--- config.mk ---
export PLATFORM = sky130hd
export DESIGN_NAME = mmio_uart_tx
export DESIGN_NICKNAME = d
export VERILOG_FILES = /design/src/rtl/uart_pkg.sv /design/src/rtl/sync_fifo.sv /design/src/rtl/mmio_uart_tx.sv
export SDC_FILE = /design/constraint.sdc
export NUM_CORES = 1
export LEC_CHECK = 0
export ABC_AREA = 1
export CAP_MARGIN = 10
export CORE_UTILIZATION = 30
export CTS_CLUSTER_SIZE = 24
export DETAILED_ROUTE_END_ITERATION = 8
export SLEW_MARGIN = 0
export SYNTH_ARGS = -nofsm -noshare
export SYNTH_HDL_FRONTEND = slang
export SYNTH_SLANG_ARGS = --single-unit
export TNS_END_PERCENT = 100
--- constraint.sdc ---
create_clock -name clk -period 6.67 [get_ports clk]
set_input_delay 1.6675 -clock clk [delete_from_list [all_inputs] [get_ports clk]]
set_output_delay 1.6675 -clock clk [all_outputs]
set_load 0.01 [all_outputs]
--- src/rtl/uart_pkg.sv ---
// Shared definitions for the MMIO UART: register offsets, STATUS bit positions, TX FSM states.
package uart_pkg;

  localparam logic [3:0] TXDATA_OFS  = 4'h0;
  localparam logic [3:0] STATUS_OFS  = 4'h4;
  localparam logic [3:0] DIVISOR_OFS = 4'h8;

  localparam int unsigned ST_FULL    = 0;
  localparam int unsigned ST_EMPTY   = 1;
  localparam int unsigned ST_BUSY    = 2;
  localparam int unsigned ST_OVF     = 3;
  localparam int unsigned ST_PARITY  = 4;
  localparam int unsigned STATUS_W   = 5;

  typedef enum logic [2:0] {IDLE, START, DATA, PARITY, STOP} uart_tx_state_t;

endpackage

--- src/rtl/sync_fifo.sv ---
// Synchronous first-word-fall-through FIFO; DEPTH must be a power of 2.
module sync_fifo #(
  parameter int unsigned WIDTH = 8,
  parameter int unsigned DEPTH = 8
) (
  input  logic             clk,
  input  logic             reset,
  input  logic             push,
  input  logic             pop,
  input  logic [WIDTH-1:0] din,
  output logic             full,
  output logic             empty,
  output logic [WIDTH-1:0] dout
);

  localparam int unsigned AW = $clog2(DEPTH);

  logic [WIDTH-1:0] r_mem [DEPTH];
  logic [AW-1:0]    r_wr_ptr;
  logic [AW-1:0]    r_rd_ptr;
  logic [AW:0]      r_count;
  logic             w_do_push;
  logic             w_do_pop;

  // A push while full is accepted only when a pop frees the slot in the same cycle.
  assign w_do_push = push & (~full | pop);
  assign w_do_pop  = pop & ~empty;

  assign full  = (r_count == (AW+1)'(DEPTH));
  assign empty = (r_count == '0);
  assign dout  = r_mem[r_rd_ptr];

  // Pointer and occupancy tracking.
  always_ff @(posedge clk) begin
    if (reset) begin
      r_wr_ptr <= '0;
      r_rd_ptr <= '0;
      r_count  <= '0;
    end else begin
      if (w_do_push) r_wr_ptr <= r_wr_ptr + AW'(1);
      if (w_do_pop)  r_rd_ptr <= r_rd_ptr + AW'(1);
      case ({w_do_push, w_do_pop})
        2'b10:   r_count <= r_count + (AW+1)'(1);
        2'b01:   r_count <= r_count - (AW+1)'(1);
        default: r_count <= r_count;
      endcase
    end
  end

  // Storage array; contents need no reset since the pointers define validity.
  always_ff @(posedge clk) begin
    if (w_do_push) r_mem[r_wr_ptr] <= din;
  end

endmodule

--- src/rtl/mmio_uart_tx.sv ---
// Memory-mapped UART transmitter (TXDATA / STATUS / DIVISOR) with TX FIFO and baud FSM.
// Optional even-parity bit enabled by defining UART_PARITY_EN (default build: 8N1).
module mmio_uart_tx
  import uart_pkg::*;
#(
  parameter logic [31:0] BASE_ADDR   = 32'h0000_0400,
  parameter int unsigned FIFO_DEPTH  = 8,
  parameter logic [15:0] DEFAULT_DIV = 16'd868
) (
  input  logic        clk,
  input  logic        reset,
  input  logic [31:0] addr,
  input  logic [31:0] wdata,
  input  logic        we,
  output logic [31:0] rdata,
  output logic        tx,
  output logic        tx_busy
);

  localparam logic [2:0] S_IDLE   = 3'(IDLE);
  localparam logic [2:0] S_START  = 3'(START);
  localparam logic [2:0] S_DATA   = 3'(DATA);
  localparam logic [2:0] S_PARITY = 3'(PARITY);
  localparam logic [2:0] S_STOP   = 3'(STOP);

`ifdef UART_PARITY_EN
  localparam logic PARITY_PRESENT = 1'b1;
`else
  localparam logic PARITY_PRESENT = 1'b0;
`endif

  logic [2:0]  r_state;
  logic [15:0] r_cnt;
  logic [15:0] r_period;
  logic [2:0]  r_bit_idx;
  logic [7:0]  r_data;
  logic        r_tx;
  logic [15:0] r_div;
  logic        r_ovf;

  logic [2:0]  w_state_nxt;
  logic [15:0] w_cnt_nxt;
  logic [2:0]  w_idx_nxt;
  logic        w_tx_nxt;
  logic        w_pop;
  logic        w_hit;
  logic [3:0]  w_ofs;
  logic        w_wr_tx;
  logic        w_wr_status;
  logic        w_wr_div;
  logic        w_full;
  logic        w_empty;
  logic [7:0]  w_fifo_dout;
  logic        w_busy;
  logic [STATUS_W-1:0] w_status;
  logic        w_unused_wdata;

  assign w_unused_wdata = ^wdata[31:16];

  // Window decode on addr[31:4]; register select on addr[3:0].
  assign w_hit       = (addr[31:4] == BASE_ADDR[31:4]);
  assign w_ofs       = addr[3:0];
  assign w_wr_tx     = we & w_hit & (w_ofs == TXDATA_OFS);
  assign w_wr_status = we & w_hit & (w_ofs == STATUS_OFS);
  assign w_wr_div    = we & w_hit & (w_ofs == DIVISOR_OFS);

  sync_fifo #(.WIDTH(8), .DEPTH(FIFO_DEPTH)) u_fifo (
    .clk   (clk),
    .reset (reset),
    .push  (w_wr_tx),
    .pop   (w_pop),
    .din   (wdata[7:0]),
    .full  (w_full),
    .empty (w_empty),
    .dout  (w_fifo_dout)
  );

  assign w_busy  = (r_state != S_IDLE) | ~w_empty;
  assign tx_busy = w_busy;
  assign tx      = r_tx;

  // STATUS word assembly.
  always_comb begin
    w_status            = '0;
    w_status[ST_FULL]   = w_full;
    w_status[ST_EMPTY]  = w_empty;
    w_status[ST_BUSY]   = w_busy;
    w_status[ST_OVF]    = r_ovf;
    w_status[ST_PARITY] = PARITY_PRESENT;
  end

  // Combinational read mux; misses and unmapped offsets read zero.
  always_comb begin
    rdata = '0;
    if (w_hit) begin
      case (w_ofs)
        STATUS_OFS:  rdata = 32'(w_status);
        DIVISOR_OFS: rdata = {16'h0000, r_div};
        default:     rdata = '0;
      endcase
    end
  end

  // DIVISOR and sticky overflow flag.
  always_ff @(posedge clk) begin
    if (reset) begin
      r_div <= DEFAULT_DIV;
      r_ovf <= 1'b0;
    end else begin
      if (w_wr_div) r_div <= (wdata[15:0] == 16'd0) ? 16'd1 : wdata[15:0];
      if (w_wr_tx && w_full && !w_pop)             r_ovf <= 1'b1;
      else if (w_wr_status && wdata[ST_OVF])       r_ovf <= 1'b0;
    end
  end

  // Next-state logic; tx is registered from the current state so it trails the FSM by one clock.
  always_comb begin
    w_state_nxt = r_state;
    w_cnt_nxt   = r_cnt;
    w_idx_nxt   = r_bit_idx;
    w_tx_nxt    = 1'b1;
    w_pop       = 1'b0;
    case (r_state)
      S_IDLE: begin
        if (!w_empty) begin
          w_pop       = 1'b1;
          w_state_nxt = S_START;
          w_cnt_nxt   = r_div - 16'd1;
        end
      end
      S_START: begin
        w_tx_nxt = 1'b0;
        if (r_cnt == 16'd0) begin
          w_state_nxt = S_DATA;
          w_cnt_nxt   = r_period - 16'd1;
          w_idx_nxt   = 3'd0;
        end else begin
          w_cnt_nxt = r_cnt - 16'd1;
        end
      end
      S_DATA: begin
        w_tx_nxt = r_data[r_bit_idx];
        if (r_cnt == 16'd0) begin
          w_cnt_nxt = r_period - 16'd1;
          if (r_bit_idx == 3'd7) begin
`ifdef UART_PARITY_EN
            w_state_nxt = S_PARITY;
`else
            w_state_nxt = S_STOP;
`endif
          end else begin
            w_idx_nxt = r_bit_idx + 3'd1;
          end
        end else begin
          w_cnt_nxt = r_cnt - 16'd1;
        end
      end
`ifdef UART_PARITY_EN
      S_PARITY: begin
        w_tx_nxt = ^r_data;
        if (r_cnt == 16'd0) begin
          w_state_nxt = S_STOP;
          w_cnt_nxt   = r_period - 16'd1;
        end else begin
          w_cnt_nxt = r_cnt - 16'd1;
        end
      end
`endif
      S_STOP: begin
        w_tx_nxt = 1'b1;
        if (r_cnt == 16'd0) begin
          // Chain straight into the next START when more data is queued.
          if (!w_empty) begin
            w_pop       = 1'b1;
            w_state_nxt = S_START;
            w_cnt_nxt   = r_div - 16'd1;
          end else begin
            w_state_nxt = S_IDLE;
          end
        end else begin
          w_cnt_nxt = r_cnt - 16'd1;
        end
      end
      default: begin
        w_state_nxt = S_IDLE;
        w_cnt_nxt   = 16'd0;
      end
    endcase
  end

  // FSM, baud counter, frame data and serial output registers.
  always_ff @(posedge clk) begin
    if (reset) begin
      r_state   <= S_IDLE;
      r_cnt     <= 16'd0;
      r_period  <= DEFAULT_DIV;
      r_bit_idx <= 3'd0;
      r_data    <= 8'h00;
      r_tx      <= 1'b1;
    end else begin
      r_state   <= w_state_nxt;
      r_cnt     <= w_cnt_nxt;
      r_bit_idx <= w_idx_nxt;
      r_tx      <= w_tx_nxt;
      if (w_pop) begin
        r_data   <= w_fifo_dout;
        r_period <= r_div;
      end
    end
  end

endmodule
# Yosys cells after proc, flatten, opt, wreduce, memory -nomap -nowiden

Memory sizes are Yosys's and may differ from the RTL's. A register that Yosys moved wholly into a read port is not among the register bits.
Index checks and enable logic that the tools add are counted.

Word-level logic and storage cells: 91
Bits of input ports: 67
Flip-flop bits (word level): 66
Memory bits (writable): 64
Memories: 1
Output and inout bits: 34

Memories:

| name         | words | bits a word | rd ports | clocked after memory_dff | wr ports | line            | source |
|---|---|---|---|---|---|---|---|
| u_fifo.r_mem | 8     | 8           | 1        | 1                        | 1        | sync_fifo.sv:18 | `logic [WIDTH-1:0] r_mem [DEPTH];` |

$add $sub $neg: 8
Mux-type cells: 29
Bitwise gates (word level): 10
Reductions and logical operators: 16
Eq/ne operators: 16
$lt $le $gt $ge: 1

Operator list:

| kind                                                 | number |
|---|---|
| two-way mux 16 bit                                   | 5 |
| one-hot mux 16 bit (3 select lines)                  | 1 |
| subtractor 16 x 1 -> 16 bit, second input constant   | 3 |
| logical NOT 16 bit                                   | 2 |
| one-hot mux 16 bit (2 select lines)                  | 1 |
| equality test 28 x 7 -> 1 bit, second input constant | 1 |
| two-way mux 3 bit                                    | 8 |
| inequality test 2 bit, second input constant         | 6 |
| one-hot mux 3 bit (4 select lines)                   | 1 |
| adder 3 x 1 -> 3 bit, second input constant          | 3 |
| equality test 4 bit, second input constant           | 2 |
| logical NOT 4 bit                                    | 2 |
| two-way mux 1 bit                                    | 8 |
| one-hot mux 4 bit (2 select lines)                   | 1 |
| AND 1 bit                                            | 6 |
| equality test 3 bit, second input constant           | 2 |
| one-hot mux 3 bit (2 select lines)                   | 1 |
| nonzero test 2 bit                                   | 3 |
| AND reduction 5 bit                                  | 1 |
| adder 4 x 1 -> 4 bit, second input constant          | 1 |
| equality test 4 x 3 -> 1 bit, second input constant  | 1 |
| < comparator 3 x 4 -> 1 bit, second input constant   | 1 |
| one-hot mux 1 bit (2 select lines)                   | 2 |
| AND reduction 4 bit                                  | 1 |
| 13 further kinds                                     | 17 |

# Longest topological paths before layout

Gate-level depths: netlist of run 1.

Depth in word-level cells: 8
Gate-level depth with buffers: 16

# Modules after synthesis

From an unflattened synthesis of run 1, not the netlist that was laid out.

Cell total of the unflattened synthesis: 966
Area total of the unflattened synthesis: 7,480.9 um^2

By module, submodules not included:

| module       | cells an instance | area each (um^2) | seq. area each (um^2) | times used |
|---|---|---|---|---|
| mmio_uart_tx | 690               | 4,286.6          | 1,281.2               | 1 |
| sync_fifo    | 276               | 3,194.3          | 2,182.1               | 1 |

# Worst setup path after synthesis of run 1

OpenSTA, ideal clock, no wires.

Kind: input to output
Start: in addr[1]
End: out rdata[10]
Path slack: 2.354 ns
Stages: 6
Arrival time: 2.648 ns
Path buffers: 1
Path through: nor2_1 > inv_2 > nor3_4 > inv_1 > clkbuf_1 > nor3_1

Longest elaborated chain between the ends: 3
Elaborated cells on any way between the ends: 4
Classes of those cells: eq/ne (2); mux (2)

Ends and longest elaborated chain:

| item                                                                | line               | source |
|---|---|---|
| start, declared                                                     | mmio_uart_tx.sv:12 | `input logic [31:0] addr,` |
| equality test 4 bit or equality test 4 x 3 -> 1 bit (tied branches) | mmio_uart_tx.sv:96 | `case (w_ofs)` |
| one-hot mux 16 bit (2 select lines) (*)                             | mmio_uart_tx.sv:96 |  |
| two-way mux 16 bit (*)                                              | mmio_uart_tx.sv:95 | `if (w_hit) begin` |
| end, declared                                                       | mmio_uart_tx.sv:15 | `output logic [31:0] rdata,` |

Every way passes the cells marked *; elsewhere a longest branch is shown, timed or not.

# Worst setup path in the final report of run 1

Start: in addr[3]
End: out rdata[4]

The elaborated chain is that of the path after synthesis.

==> results.txt, run 1 <==
----------------------------------------------------
[Status]
  Status ... complete, no violations

[Floorplanning]
  Boundary pin count ... slightly above 100
  Std cell rows ... between 50 and 60
  Floorplan die width ... approximately 160 um
  Core footprint ... around 0.024 mm^2
  Initial standard-cell utilization of the core ... 30.8%
  Die H ... 160 um
  Die outline area ... roughly 0.026 mm^2

[Final layout]
  Antenna diode instance count ... 0
  Commonest cells after routing, fill and taps aside ... sky130_fd_sc_hd__nand2_1 (188), sky130_fd_sc_hd__nor2_1 (161), sky130_fd_sc_hd__inv_1 (93)
  Area of all placed cells without fillers ... about 0.0090 mm^2
  Relative area change from synthesis to final layout ... 19.7%
  Commonest non-fill, non-tap cell in the layout ... sky130_fd_sc_hd__nand2_1
  Core utilization of the finished layout ... a little under two fifths
  Nets ... between 1000 and 1500
  Number of inserted filler cells in the final layout ... 2544
  Layout cells sized above 1 ... 7.57%

[Placed design]
  Placed instance area ... about 0.0084 mm^2
  Weighted congestion reported at the end of routability-driven placement ... ~0.86
  Hpwl dp ... between 10000 and 15000 um
  Placement-stage worst setup slack ... around 1300 ps
  Number of buffer cells added on primary ports ... slightly below 70

[Timing]
  Final WS setup ... approximately 1300 ps
  Max Transition Viols Final ... 0
  Crit path time final ... 5360 ps
  Final hold violations ... 0
  Highest clock rate ... roughly 190 MHz
  Setup skew after layout ... between 10 and 15 ps
  Total of endpoints with negative setup slack in the final report ... 0
  Final Cycle Share ... 80.4%
  Setup Total Neg Slack ... 0 ps
  Unrepaired setup endpoints after global routing ... false
  Slew at the pin closest to its max-slew limit ... 1160 ps
  Worst slew slack as a fraction of its limit ... between 20 and 25%

[Logic synthesis]
  Area of the mapped netlist ... about 0.0075 mm^2
  EDFF count, synth ... between 60 and 70
  Sequential share of the synthesized area ... 45.2%
  Post-synthesis average cell area ... around 7.6 um^2
  Synthesis Warnings ... 0
  Most used DFF post-synth ... sky130_fd_sc_hd__dfxtp_1
  Proportion of register bits with asynchronous set or reset after synthesis ... 0%
  Cell variety after synth ... 40
  Synthesized flop and latch total ... ~140
  Post-synthesis instance total ... 988

[Routing]
  Final routed wirelength across all metal layers ... a little under 20000 um
  Number of vias in the routed layout ... approximately 6500
  Detailed router's first-iteration violation count ... 490
  Mean number of vias per cell ... 4.73
  Remaining antenna violation count ... 0
  Number of design rule violations left after detail routing ... 0
  Number of detailed-routing iterations run before antenna repair ... 6
  Per-cell routed wire length ... around 14 um

[Power]
  Leak Pwr ... 3.52 nW
  Maximum vdd drop ... about 240 uV
  Power per unit of standard cell area ... 368 mW/mm^2
  PnR Total Power ... 0.00332 W

[Setup path]
  Critical path cell sequence ... clkdlybuf4s50_1 > inv_1 > nor3_4 > inv_1 > nor3_1 > clkdlybuf4s50_1
  Kind of critical path ... in -> out
  Data arrival time at the worst-slack endpoint ... ~3700 ps
  Req. time, crit path ... 5000 ps
  Delay of the slowest critical-path stage ... 580 ps
  Highest-delay cell along the critical path ... sky130_fd_sc_hd__clkdlybuf4s50_1
  Type of destination of the critical path ... output pin
  Worst Path Max Fanout ... 13
  Launching element type of the critical path ... input port

[Clock network]
  Buffers inserted during post-CTS setup optimization ... 0
  Maximum count of clock buffers along a single path ... 2
  Number of clock sinks seen by CTS ... about 140
  Number of buffers inserted during clock tree synthesis ... 17
  Clock transition at path regs ... ~60 ps
  Post-cts repair resize count ... 0
  Number of hold-repair buffers added at the cts stage ... 0
  CTS tree ... built
  Clock network latency to the later pin of the worst-skew pair ... roughly 430 ps
  Clk Tree Root Cell ... sky130_fd_sc_hd__clkbuf_16
  Number of H-tree levels ... 4

[GRT]
  Total gr overflow ... 0
  Via count of the first global-routing pass ... 6138
  Global-route wire length before repair ... around 31000 um
  Total global-route track usage ... between 10% and 20%
  Initial antenna violation count ... 0
  Largest net degree at the start of global routing ... 42

[Worst hold path]
  Min-Delay Path Class ... reg -> reg

[Flow run]
  Maximum capacitance violations ... 0

----------------------------------------------------
-- worst paths after layout --
check / startpoint / endpoint / slack (ps) / cells after the start
setup / recovery: addr[3] / rdata[4] / 1310 / 6
setup reg to reg: u_fifo.r_count[0] / u_fifo.r_count[2] / 3060 / 13
hold reg to reg: r_data[1] / r_data[1] / 470 / 2
hold / removal: r_data[1] / r_data[1] / 470 / 2
-- cell usage after synthesis (8+ instances only) --
cell                       count  area share, %
sky130_fd_sc_hd__a21oi_1      62            4.1
sky130_fd_sc_hd__buf_2         8           0.53
sky130_fd_sc_hd__buf_4        16            1.6
sky130_fd_sc_hd__clkbuf_1     20            1.0
sky130_fd_sc_hd__dfxtp_1      74             20
sky130_fd_sc_hd__edfxtp_1     64             26
sky130_fd_sc_hd__ha_1         11            1.8
sky130_fd_sc_hd__inv_1        93            4.6
sky130_fd_sc_hd__inv_2        12           0.60
sky130_fd_sc_hd__nand2_1     188            9.4
sky130_fd_sc_hd__nand3_1      54            3.6
sky130_fd_sc_hd__nand4_1      12            1.0
sky130_fd_sc_hd__nor2_1      161            8.0
sky130_fd_sc_hd__nor2_2       14            1.2
sky130_fd_sc_hd__nor3_1       17            1.1
sky130_fd_sc_hd__o211ai_1     10            1.0
sky130_fd_sc_hd__o21ai_0      64            4.3
sky130_fd_sc_hd__o21ai_1      23            1.5
sky130_fd_sc_hd__o22ai_1      17            1.4
sky130_fd_sc_hd__xnor2_1       8           0.93
sky130_fd_sc_hd__xor2_1       14            1.6
-- metrics by stage --
stage	cells	hold slack (ps)
4_1_cts	1381	470
6_report	1381	467
3_5_place_dp	1349	461
3_3_place_gp	1349	451
5_1_grt	1381	486
2_1_floorplan	1003	430
-- worst max-delay path: cells and delay by family --
kind,cells,cell delay (ps)
buffers and inverters,4,1490
and+or+nand+nor,2,530
-- metal layers --
metal,GRT usage [%],vias to the layer above,share of wire (%)
li1,-,3347,-
met1,20.2,2976,47
met2,25.3,195,47
met3,2.92,19,5.4
met4,4.94,0,1.4
met5,0,-,0
-- area by class of cell --
type                    count  area [um^2]  area share (%)
repair buffers             70          696            7.72
flip-flops and latches    138         3400            37.8
multi-input cells         709         3500            38.8
clock buffers              19          433            4.80
inverters                 108          407            4.51
clock inverters            13          169            1.87
well taps                 324          405            4.50
-- sequential cells by signal (all words and copies together), names as in the netlist --
name and cells:
r_state 3, u_fifo.r_wr_ptr 3, tx 1, r_bit_idx 3, u_fifo.r_mem 64, r_cnt 16, u_fifo.r_rd_ptr 3, r_data 8
r_period 16, r_div 16, u_fifo.r_count 4, r_ovf 1
-- cells by family after synthesis --
kind of cell	synth area share [%]
buf+inv	9.02
xor+xnor	2.56
compound gates	13.4
fa+ha+maj	1.83
other cells	0.0498
simple gates	28.0
flops	45.2
-- where the power goes --
part | switching [W] | internal, W
clock network | 0.000374 | 0.000591
registers | 0.000122 | 0.000992
logic | 0.000815 | 0.000427
total | 0.00131 | 0.00201
No activity file was read; power rests on OpenSTA's default activity.
==> run 2, diff against run 1 <==
clock period = 4.7 ns   (was 6.67 ns; I/O delays follow)
==> run 2 against run 1 <==
Against the previous run:
- clock skew shrank 2.3 ps
- routed wire length shrank 0.79%
- cell count grew 0.65%
- register-to-register slack lost 1100 ps
- combinational power grew 48%
- critical path depth grew 2
- highest routed layer unchanged
- sequential share of layout area is essentially flat
- global-route usage is essentially flat
==> results.txt, run 2 (synthesis gave the netlist of run 1 again) <==
----------------------------------------------------
[Floorplanning]
  Die H ... roughly 160 um
  Die outline area ... 0.0257 mm^2
  Boundary pin count ... approximately 100
  Std cell rows ... 57
  Floorplan die width ... between 150 and 200 um
  Initial standard-cell utilization of the core ... 30.8%
  Core footprint ... 0.0245 mm^2

[Final layout]
  Nets ... between 1000 and 1500
  Layout cells sized above 1 ... roughly 8.4%
  Area of combinational cells with multiple inputs ... around 0.0035 mm^2
  Antenna diode instance count ... 0
  Relative area change from synthesis to final layout ... 19.9%
  Number of inserted filler cells in the final layout ... roughly 2600
  Top register by number of flip-flops ... u_fifo.r_mem
  Commonest cells after routing, fill and taps aside ... sky130_fd_sc_hd__nand2_1 (188), sky130_fd_sc_hd__nor2_1 (161), sky130_fd_sc_hd__inv_1 (93)
  Storage element area ... 0.00340 mm^2
  Number of flip-flops in the largest register ... 64
  Commonest non-fill, non-tap cell in the layout ... sky130_fd_sc_hd__nand2_1

[Setup path]
  Capture point of the worst reg-to-reg path ... u_fifo.r_count[2]
  Req. time, crit path ... 3520 ps
  Launching point of the worst reg2reg path ... r_cnt[0]
  Delay of the slowest critical-path stage ... approximately 610 ps
  Worst Path Max Fanout ... 17
  Type of destination of the critical path ... output pin
  Launching element type of the critical path ... input port
  Data arrival time at the worst-slack endpoint ... 3180 ps
  Kind of critical path ... in -> out
  Cells on worst reg2reg path ... 15
  Crit path from ... addr[10]
  Critical path cell sequence ... clkdlybuf4s50_1 > nand2_1 > nor2_1 > nand2_1 > nor2_2 > nand2_2 > nor3_1 > clkdlybuf4s50_1
  Reg2reg setup slack ... ~2000 ps
  Highest-delay cell along the critical path ... sky130_fd_sc_hd__clkdlybuf4s50_1

[GRT]
  Largest net degree at the start of global routing ... between 40 and 50
  Via count of the first global-routing pass ... a little over 6000
  Global-route wire length before repair ... between 30000 and 40000 um
  Initial antenna violation count ... 0
  Total global-route track usage ... roughly 15%
  Total gr overflow ... 0

[Timing]
  Max Transition Viols Final ... 0
  Slew at the pin closest to its max-slew limit ... just under 900 ps
  Worst Hold Margin ... about 460 ps
  Setup Total Neg Slack ... 0 ps
  Crit path time final ... about 4400 ps
  Worst slew slack as a fraction of its limit ... about 42%
  Final Cycle Share ... 92.7%
  Final hold violations ... 0
  Unrepaired setup endpoints after global routing ... false
  Highest clock rate ... about 230 MHz
  Total of endpoints with negative setup slack in the final report ... 0
  Setup skew after layout ... 10.1 ps

[Worst hold path]
  Worst Hold End ... r_data[0]
  Count of cells along the worst hold path ... 2
  Hold_sp ... r_data[0]
  Min-Delay Path Class ... reg -> reg

[Clock network]
  Number of hold-repair buffers added at the cts stage ... 0
  Number of clock sinks seen by CTS ... approximately 140
  Post-cts repair resize count ... 0
  Clk Tree Root Cell ... sky130_fd_sc_hd__clkbuf_16
  Number of H-tree levels ... 4
  Buffers inserted during post-CTS setup optimization ... 0
  Maximum count of clock buffers along a single path ... 2
  Clock transition at path regs ... roughly 60 ps
  Number of buffers inserted during clock tree synthesis ... 17
  CTS tree ... built
  Clock network latency to the later pin of the worst-skew pair ... 430 ps

[Power]
  Power per unit of standard cell area ... around 510 mW/mm^2
  Power dissipated by switching net loads ... around 0.0019 W
  Seq pwr share ... 33.5%
  Power share of the combinational group ... around 40%
  Leak Pwr ... between 3 and 4 nW
  Internal Power ... about 0.0027 W
  Sw Ratio ... about two fifths
  Power share of the clock group ... between 20% and 30%
  Maximum vdd drop ... around 360 uV

[Routing]
  Mean number of vias per cell ... approximately 4.6
  Number of detailed-routing iterations run before antenna repair ... 5
  Number of vias in the routed layout ... between 6000 and 7000
  Remaining antenna violation count ... 0
  Detailed router's first-iteration violation count ... 548
  Per-cell routed wire length ... roughly 14 um
  Number of design rule violations left after detail routing ... 0
  Final routed wirelength across all metal layers ... approximately 19000 um

[Flow run]
  Maximum capacitance violations ... 0

[Placed design]
  Hpwl dp ... between 10000 and 15000 um
  Weighted congestion reported at the end of routability-driven placement ... around 0.85
  Number of buffer cells added on primary ports ... 68

[Status]
  Status ... complete, no violations

----------------------------------------------------
-- run 2: cell types whose count changed in the layout (fill, tap and decap cells not counted), sizes merged --
cell | before | now
inv | 107 | 111
clkinvlp | 3 | 1
clkinv | 8 | 9
buf | 2 | 11
bufinv | 3 | 0
-- run 2: worst max-delay path by stage --
stage | to | slack, ps | cells past startpoint
5_1_grt | rdata[5] | 210 | 8
3_3_place_gp | rdata[5] | 340 | 8
4_1_cts | rdata[5] | 330 | 8
3_5_place_dp | rdata[5] | 340 | 8
2_1_floorplan | rdata[10] | 1370 | 6
6_report | rdata[5] | 340 | 8
-- run 2: stage by stage --
| stage | instance area (um^2) | setup WS, ps | utilization (%) | cells | total power (W) |
|---|---|---|---|---|---|
| 2_1_floorplan | 7580 | 1370 | - | 1003 | 0.00295 |
| 3_3_place_gp | 8480 | 338 | 34.7 | 1358 | 0.00336 |
| 3_5_place_dp | 8480 | 337 | 34.7 | 1358 | 0.00339 |
| 4_1_cts | 9020 | 334 | 36.9 | 1390 | 0.00464 |
| 5_1_grt | 9020 | 215 | 36.9 | 1390 | 0.00496 |
| 6_report | 9020 | 345 | 36.9 | 1390 | 0.00462 |
-- run 2: power by group through the flow --
stage / logic (W) / registers, W / clock network [W]
after global placement: 0.00179 / 0.00157 / 0
after global routing: 0.00208 / 0.00157 / 0.00131
final: 0.00183 / 0.00155 / 0.00124
after floorplan: 0.00141 / 0.00153 / 0
after CTS: 0.00183 / 0.00155 / 0.00127
after detailed placement: 0.00181 / 0.00157 / 0
-- run 2: final cells by class --
type | count | area share [%]
clock inverters | 13 | 1.22
clock buffers | 19 | 4.80
flip-flops and latches | 138 | 37.7
multi-input cells | 709 | 38.8
well taps | 324 | 4.49
inverters | 108 | 4.51
repair buffers | 79 | 8.46
-- run 2: critical path, delay by kind of cell --
family                 cells  cell delay (ps)
buffers and inverters      2             1100
and+or+nand+nor            6              910
-- run 2: metal layers --
layer  GRT usage (%)  routed length, um
met5               0                  0
met4            5.24                258
met3            3.82               1030
met2            24.6               8740
met1            20.1               9060
